==> src/rtl/lcd_text_buffer.sv <==
// rtl/lcd_text_buffer.sv - 4x16 character frame buffer with terminal control codes feeding the hd44780 driver
module lcd_text_buffer #(
  parameter int LINE_WIDTH = 16,
  parameter int NUM_LINES  = 4,
  parameter int ADDR_BITS  = 6,
  parameter int BUSY_WAIT  = 4
) (
  input  logic                 clk,
  input  logic                 rst,
  input  logic                 in_valid,
  output logic                 in_ready,
  input  logic [7:0]           in_data,
  input  logic [ADDR_BITS-1:0] rd_addr,
  output logic [7:0]           rd_data,
  input  logic                 lcd_busy,
  output logic                 lcd_trg,
  output logic [ADDR_BITS-1:0] cursor,
  output logic                 dirty
);
  localparam int DEPTH     = LINE_WIDTH * NUM_LINES;
  localparam int COL_BITS  = $clog2(LINE_WIDTH);
  localparam int LINE_BITS = ADDR_BITS - COL_BITS;
  localparam int WAIT_BITS = $clog2(BUSY_WAIT + 1);
  localparam logic [ADDR_BITS-1:0] LAST_ADDR = ADDR_BITS'(DEPTH - 1);

  typedef enum logic [1:0] {INIT_CLEAR, IDLE, CLEAR} wstate_t;
  typedef enum logic [1:0] {T_IDLE, T_WAIT_HI, T_WAIT_LO} tstate_t;

  wstate_t wstate, wstate_nxt;
  tstate_t tstate, tstate_nxt;

  logic [7:0]           mem [DEPTH];
  logic [ADDR_BITS-1:0] clr_addr, cursor_nxt, wr_addr;
  logic [7:0]           wr_data;
  logic                 wr_en, set_dirty, accept, clearing;
  logic [COL_BITS-1:0]  col;
  logic [LINE_BITS-1:0] line, line_nxt;
  logic [WAIT_BITS-1:0] wait_cnt;

  assign col      = cursor[COL_BITS-1:0];
  assign line     = cursor[ADDR_BITS-1:COL_BITS];
  assign line_nxt = (line == LINE_BITS'(NUM_LINES - 1)) ? '0 : line + 1'b1;
  assign accept   = in_valid & in_ready;
  assign clearing = (wstate != IDLE);

  always_ff @(posedge clk) begin
    if (!rst) wstate <= INIT_CLEAR;
    else      wstate <= wstate_nxt;
  end

  always_comb begin
    wstate_nxt = wstate;
    case (wstate)
      INIT_CLEAR, CLEAR: if (clr_addr == LAST_ADDR) wstate_nxt = IDLE;
      IDLE:              if (accept && in_data == 8'h0C) wstate_nxt = CLEAR;
      default:           wstate_nxt = INIT_CLEAR;
    endcase
  end

  // Blank fill is the default write data; backspace reuses it.
  always_comb begin
    in_ready   = (wstate == IDLE);
    wr_en      = 1'b0;
    wr_addr    = clr_addr;
    wr_data    = 8'h20;
    set_dirty  = 1'b0;
    cursor_nxt = cursor;
    case (wstate)
      INIT_CLEAR, CLEAR: wr_en = 1'b1;
      IDLE: if (accept) begin
        if (in_data >= 8'h20 && in_data <= 8'h7E) begin
          wr_en      = 1'b1;
          wr_addr    = cursor;
          wr_data    = in_data;
          set_dirty  = 1'b1;
          cursor_nxt = (cursor == LAST_ADDR) ? '0 : cursor + 1'b1;
        end else begin
          case (in_data)
            8'h0A: cursor_nxt = {line_nxt, {COL_BITS{1'b0}}};
            8'h0D: cursor_nxt = {line, {COL_BITS{1'b0}}};
            8'h08: if (col != '0) begin
              cursor_nxt = cursor - 1'b1;
              wr_en      = 1'b1;
              wr_addr    = cursor - 1'b1;
              set_dirty  = 1'b1;
            end
            8'h0C: begin
              cursor_nxt = '0;
              set_dirty  = 1'b1;
            end
            default: ;
          endcase
        end
      end
      default: ;
    endcase
  end

  always_ff @(posedge clk) begin
    if (!rst) tstate <= T_IDLE;
    else      tstate <= tstate_nxt;
  end

  always_comb begin
    tstate_nxt = tstate;
    case (tstate)
      T_IDLE:    if (lcd_trg) tstate_nxt = T_WAIT_HI;
      T_WAIT_HI: begin
        if (lcd_busy)                                      tstate_nxt = T_WAIT_LO;
        else if (wait_cnt == WAIT_BITS'(BUSY_WAIT - 1))    tstate_nxt = T_IDLE;
      end
      T_WAIT_LO: if (!lcd_busy) tstate_nxt = T_IDLE;
      default:   tstate_nxt = T_IDLE;
    endcase
  end

  // Gating on lcd_busy combinationally guarantees no request while the driver is busy.
  always_comb begin
    lcd_trg = (tstate == T_IDLE) && dirty && !lcd_busy && !clearing;
  end

  always_ff @(posedge clk) begin
    if (!rst) begin
      cursor   <= '0;
      clr_addr <= '0;
      dirty    <= 1'b0;
      wait_cnt <= '0;
      rd_data  <= 8'h00;
    end else begin
      cursor   <= cursor_nxt;
      clr_addr <= clearing ? clr_addr + 1'b1 : '0;
      dirty    <= set_dirty | (dirty & ~lcd_trg);
      wait_cnt <= (tstate == T_WAIT_HI) ? wait_cnt + 1'b1 : '0;
      rd_data  <= mem[rd_addr];
    end
  end

  always_ff @(posedge clk) begin
    if (rst && wr_en) mem[wr_addr] <= wr_data;
  end
endmodule
==> config.mk <==
export PLATFORM = sky130hd
export DESIGN_NAME = lcd_text_buffer
export DESIGN_NICKNAME = d
export VERILOG_FILES = /design/src/rtl/lcd_text_buffer.sv
export SDC_FILE = /design/constraint.sdc
export NUM_CORES = 1
export LEC_CHECK = 0
export BUFFER_PORTS_ARGS = -buffer_cell sky130_fd_sc_hd__buf_2
export CORE_MARGIN = 3
export CORE_UTILIZATION = 54
export CTS_CLUSTER_DIAMETER = 60
export CTS_CLUSTER_SIZE = 14
export DETAILED_ROUTE_END_ITERATION = 8
export PLACE_DENSITY = 0.68
export SYNTH_ARGS = -nofsm -noshare
export SYNTH_HDL_FRONTEND = slang
export SYNTH_SLANG_ARGS = --single-unit
==> constraint.sdc <==
create_clock -name clk -period 7.6 [get_ports clk]
set_clock_uncertainty 0.1 [all_clocks]
set_input_delay 1.14 -clock clk [delete_from_list [all_inputs] [get_ports clk]]
set_output_delay 1.14 -clock clk [all_outputs]
set_load 0.02 [all_outputs]
==> results.ini <==
[floorplanning]
die-area_mm2 = 0.0425
num_rows = 72
ios = 35
core-area_mm2 = 0.0391
die_y_um = 206
initial_core_util_pct = 55.4
dieWidth_um = 206

[timing]
final_hold_viol_count = 0
clock.fmax_mhz = 209
tightest_slew_ns = 1.05
drv_slew = 0
tns_ns = 0
setup_viol = 0
max_slew_margin_pct = 29.6
fin_ws_ns = 2.81
fin_crit_sh_pct = 63.1
fin_crit_ns = 4.79
rsz0062_at_grt = false

[synthesis]
async_flop_share_pct = 0
ys.flop_type = edfxtp_1
syn-cell-area_mm2 = 0.0217
yosys_warnings = 0
ys_types = 65
synth_edf_count = 512
seq_area_frac_synth_pct = 73.6
ys_ff_latch = 540
synth_area_leaders = edfxtp_1 (71%), mux4_2 (14%), dfxtp_1 (2.6%), mux2i_1 (1.9%), nor2_1 (1.6%)
synth_top_cell_by_area = edfxtp_1
synth.avg_cell_area_um2 = 20.0
syn_inst = 1080
synth_top_area_share_pct = 71.0

[critical_path]
cp.buffers_inverters = 1
critPathSlowestCell = nor2_1
worstPathRequired_ns = 7.70
critPathKind = input pin to flip-flop
crit_path_cell_trace = buf_2 > or4b_4 > nor4_4 > a21o_2 > o221a_2 > nand4_1 > nor2_1
arrival_ns = 4.89
path_delay_family = simple AND/OR/NAND/NOR gates
slowest_delay_ns = 0.93
start_kind = input pin
critical_path.max_fanout = 11
setup.worst_path.end_class = flip-flop

[clocking]
root_buffer = clkbuf_16
cts_setup_buffers = 0
ctsResizeCount = 0
clk_pin_slew_ns = 0.06
cts.sinks = 540
cts_tree = yes
h-tree-depth = 2
clk_path_buf_depth = 3
ctsHoldBuffers = 0
clock_latency_ns = 0.57
numCtsBuffers = 46

[pwr]
p_total_mw = 5.68
swShare_pct = 20.2
seqPwrFrac_pct = 56.9
power.share.clock_pct = 39.3
p_int_mw = 4.53
power.density_mw_per_mm2 = 238
vdd_drop_max_mv = 0.159
pwr-share-comb_pct = 3.8
power.switching_mw = 1.15
p_leak_nw = 8.12

[run_status]
outcome = complete, no violations

[cells_and_area]
finalNonFillerCells = 1729
final_cell_mix = edfxtp_1 (512), mux4_2 (137), nor2_1 (89)
layout_commonest_cell = edfxtp_1
area_growth_syn_to_layout_pct = 10.3
layout-drive-gt1-share_pct = 22.1
fillers = 2756
register_area_mm2 = 0.0159
multi_input_area_mm2 = 0.00563
fin_nets = 1205

[routing]
drt_pass1_iterations = 5
routedWlPerCell_um = 27.3
drt_iter0_drc = 1226
ant_nets = 0
vias_per_cell = 6.19
via_count = 10700
drc = 0
drt-total-wl_mm = 47.2

[place]
hpwl_mm = 29.0
io_buffers = 34
dp.cells = 1650
place_ws_ns = 2.22
gp_congestion = 0.824

[global_route]
grt_pass1_vias = 10500
grt_max_degree = 75
antenna_found_initial = 0
grt_pass1_wl_mm = 71.1
grt_use_total_pct = 23.1
overflow = 0

[worst_hold_path]
hp-class = flip-flop to flip-flop

[job]
max_cap_violations = 0

-- state kept, by name, summed over array words and instances, names as in the netlist --
signal,count
clr_addr,6
wstate,2
rd_data,8
tstate,2
dirty,1
mem,512
wait_cnt,3
cursor,6
-- through the flow --
stage / utilization (%) / cell area [um^2] / hold WS, ns
2_1_floorplan: - / 21900 / 0.297
3_3_place_gp: 57.5 / 22500 / 0.306
3_5_place_dp: 57.5 / 22500 / 0.312
4_1_cts: 61.1 / 23900 / 0.320
5_1_grt: 61.1 / 23900 / 0.360
6_report: 61.1 / 23900 / 0.319
-- worst paths after layout --
kind	depth (start not counted)	slack, ns	end	startpoint
min reg2reg	1	0.32	wait_cnt[0]	wait_cnt[0]
max	7	2.81	mem[43][5]	in_data[5]
max reg2reg	8	3.17	mem[43][5]	cursor[1]
min	1	0.32	wait_cnt[0]	wait_cnt[0]
-- power groups by stage --
stage,sequential (mW),clock (mW),combinational (mW)
after floorplan,3.30,0,0.149
after global placement,3.30,0,0.214
after detailed placement,3.30,0,0.215
after CTS,3.23,2.27,0.216
after global routing,3.23,2.38,0.231
final,3.23,2.23,0.216
-- logic make-up (layout without fill, tap and decap cells) --
family | after synthesis | count (layout) | share of synthesized area (%)
mux | 178 | 178 | 16.1
other cells | 1 | 65 | 0.0173
flops | 540 | 540 | 73.6
fa+ha+maj | 7 | 7 | 0.404
compound gates | 93 | 93 | 3.35
xor+xnor | 7 | 7 | 0.283
simple gates | 191 | 191 | 4.54
buf+inv | 63 | 130 | 1.66
-- cell type report --
| class | count | area share, % |
|---|---|---|
| repair buffers | 41 | 1.01 |
| clock inverters | 4 | 0.162 |
| multi-input cells | 540 | 23.6 |
| well taps | 518 | 2.71 |
| inverters | 11 | 0.173 |
| flip-flops and latches | 540 | 66.7 |
| diodes | 1 | 0.0105 |
| clock buffers | 74 | 5.66 |
-- Yosys cell counts, types with 13 or more instances --
cell type	n
nand2_1	26
mux2i_1	41
buf_2	24
a21oi_1	18
nor2_1	90
clkbuf_1	13
and3_1	13
dfxtp_1	28
o21ai_0	16
edfxtp_1	512
mux4_2	137
a22oi_1	14
-- routing by layer --
| metal | track usage [%] | vias to the layer above | wire [um] |
|---|---|---|---|
| li1 | - | 4597 | - |
| met1 | 36.1 | 5599 | 20800 |
| met2 | 35.1 | 434 | 22000 |
| met3 | 2.87 | 70 | 3410 |
| met4 | 6.21 | 0 | 1030 |
| met5 | 0 | - | 0 |
Note: power is estimated with default switching activity, not from simulation.
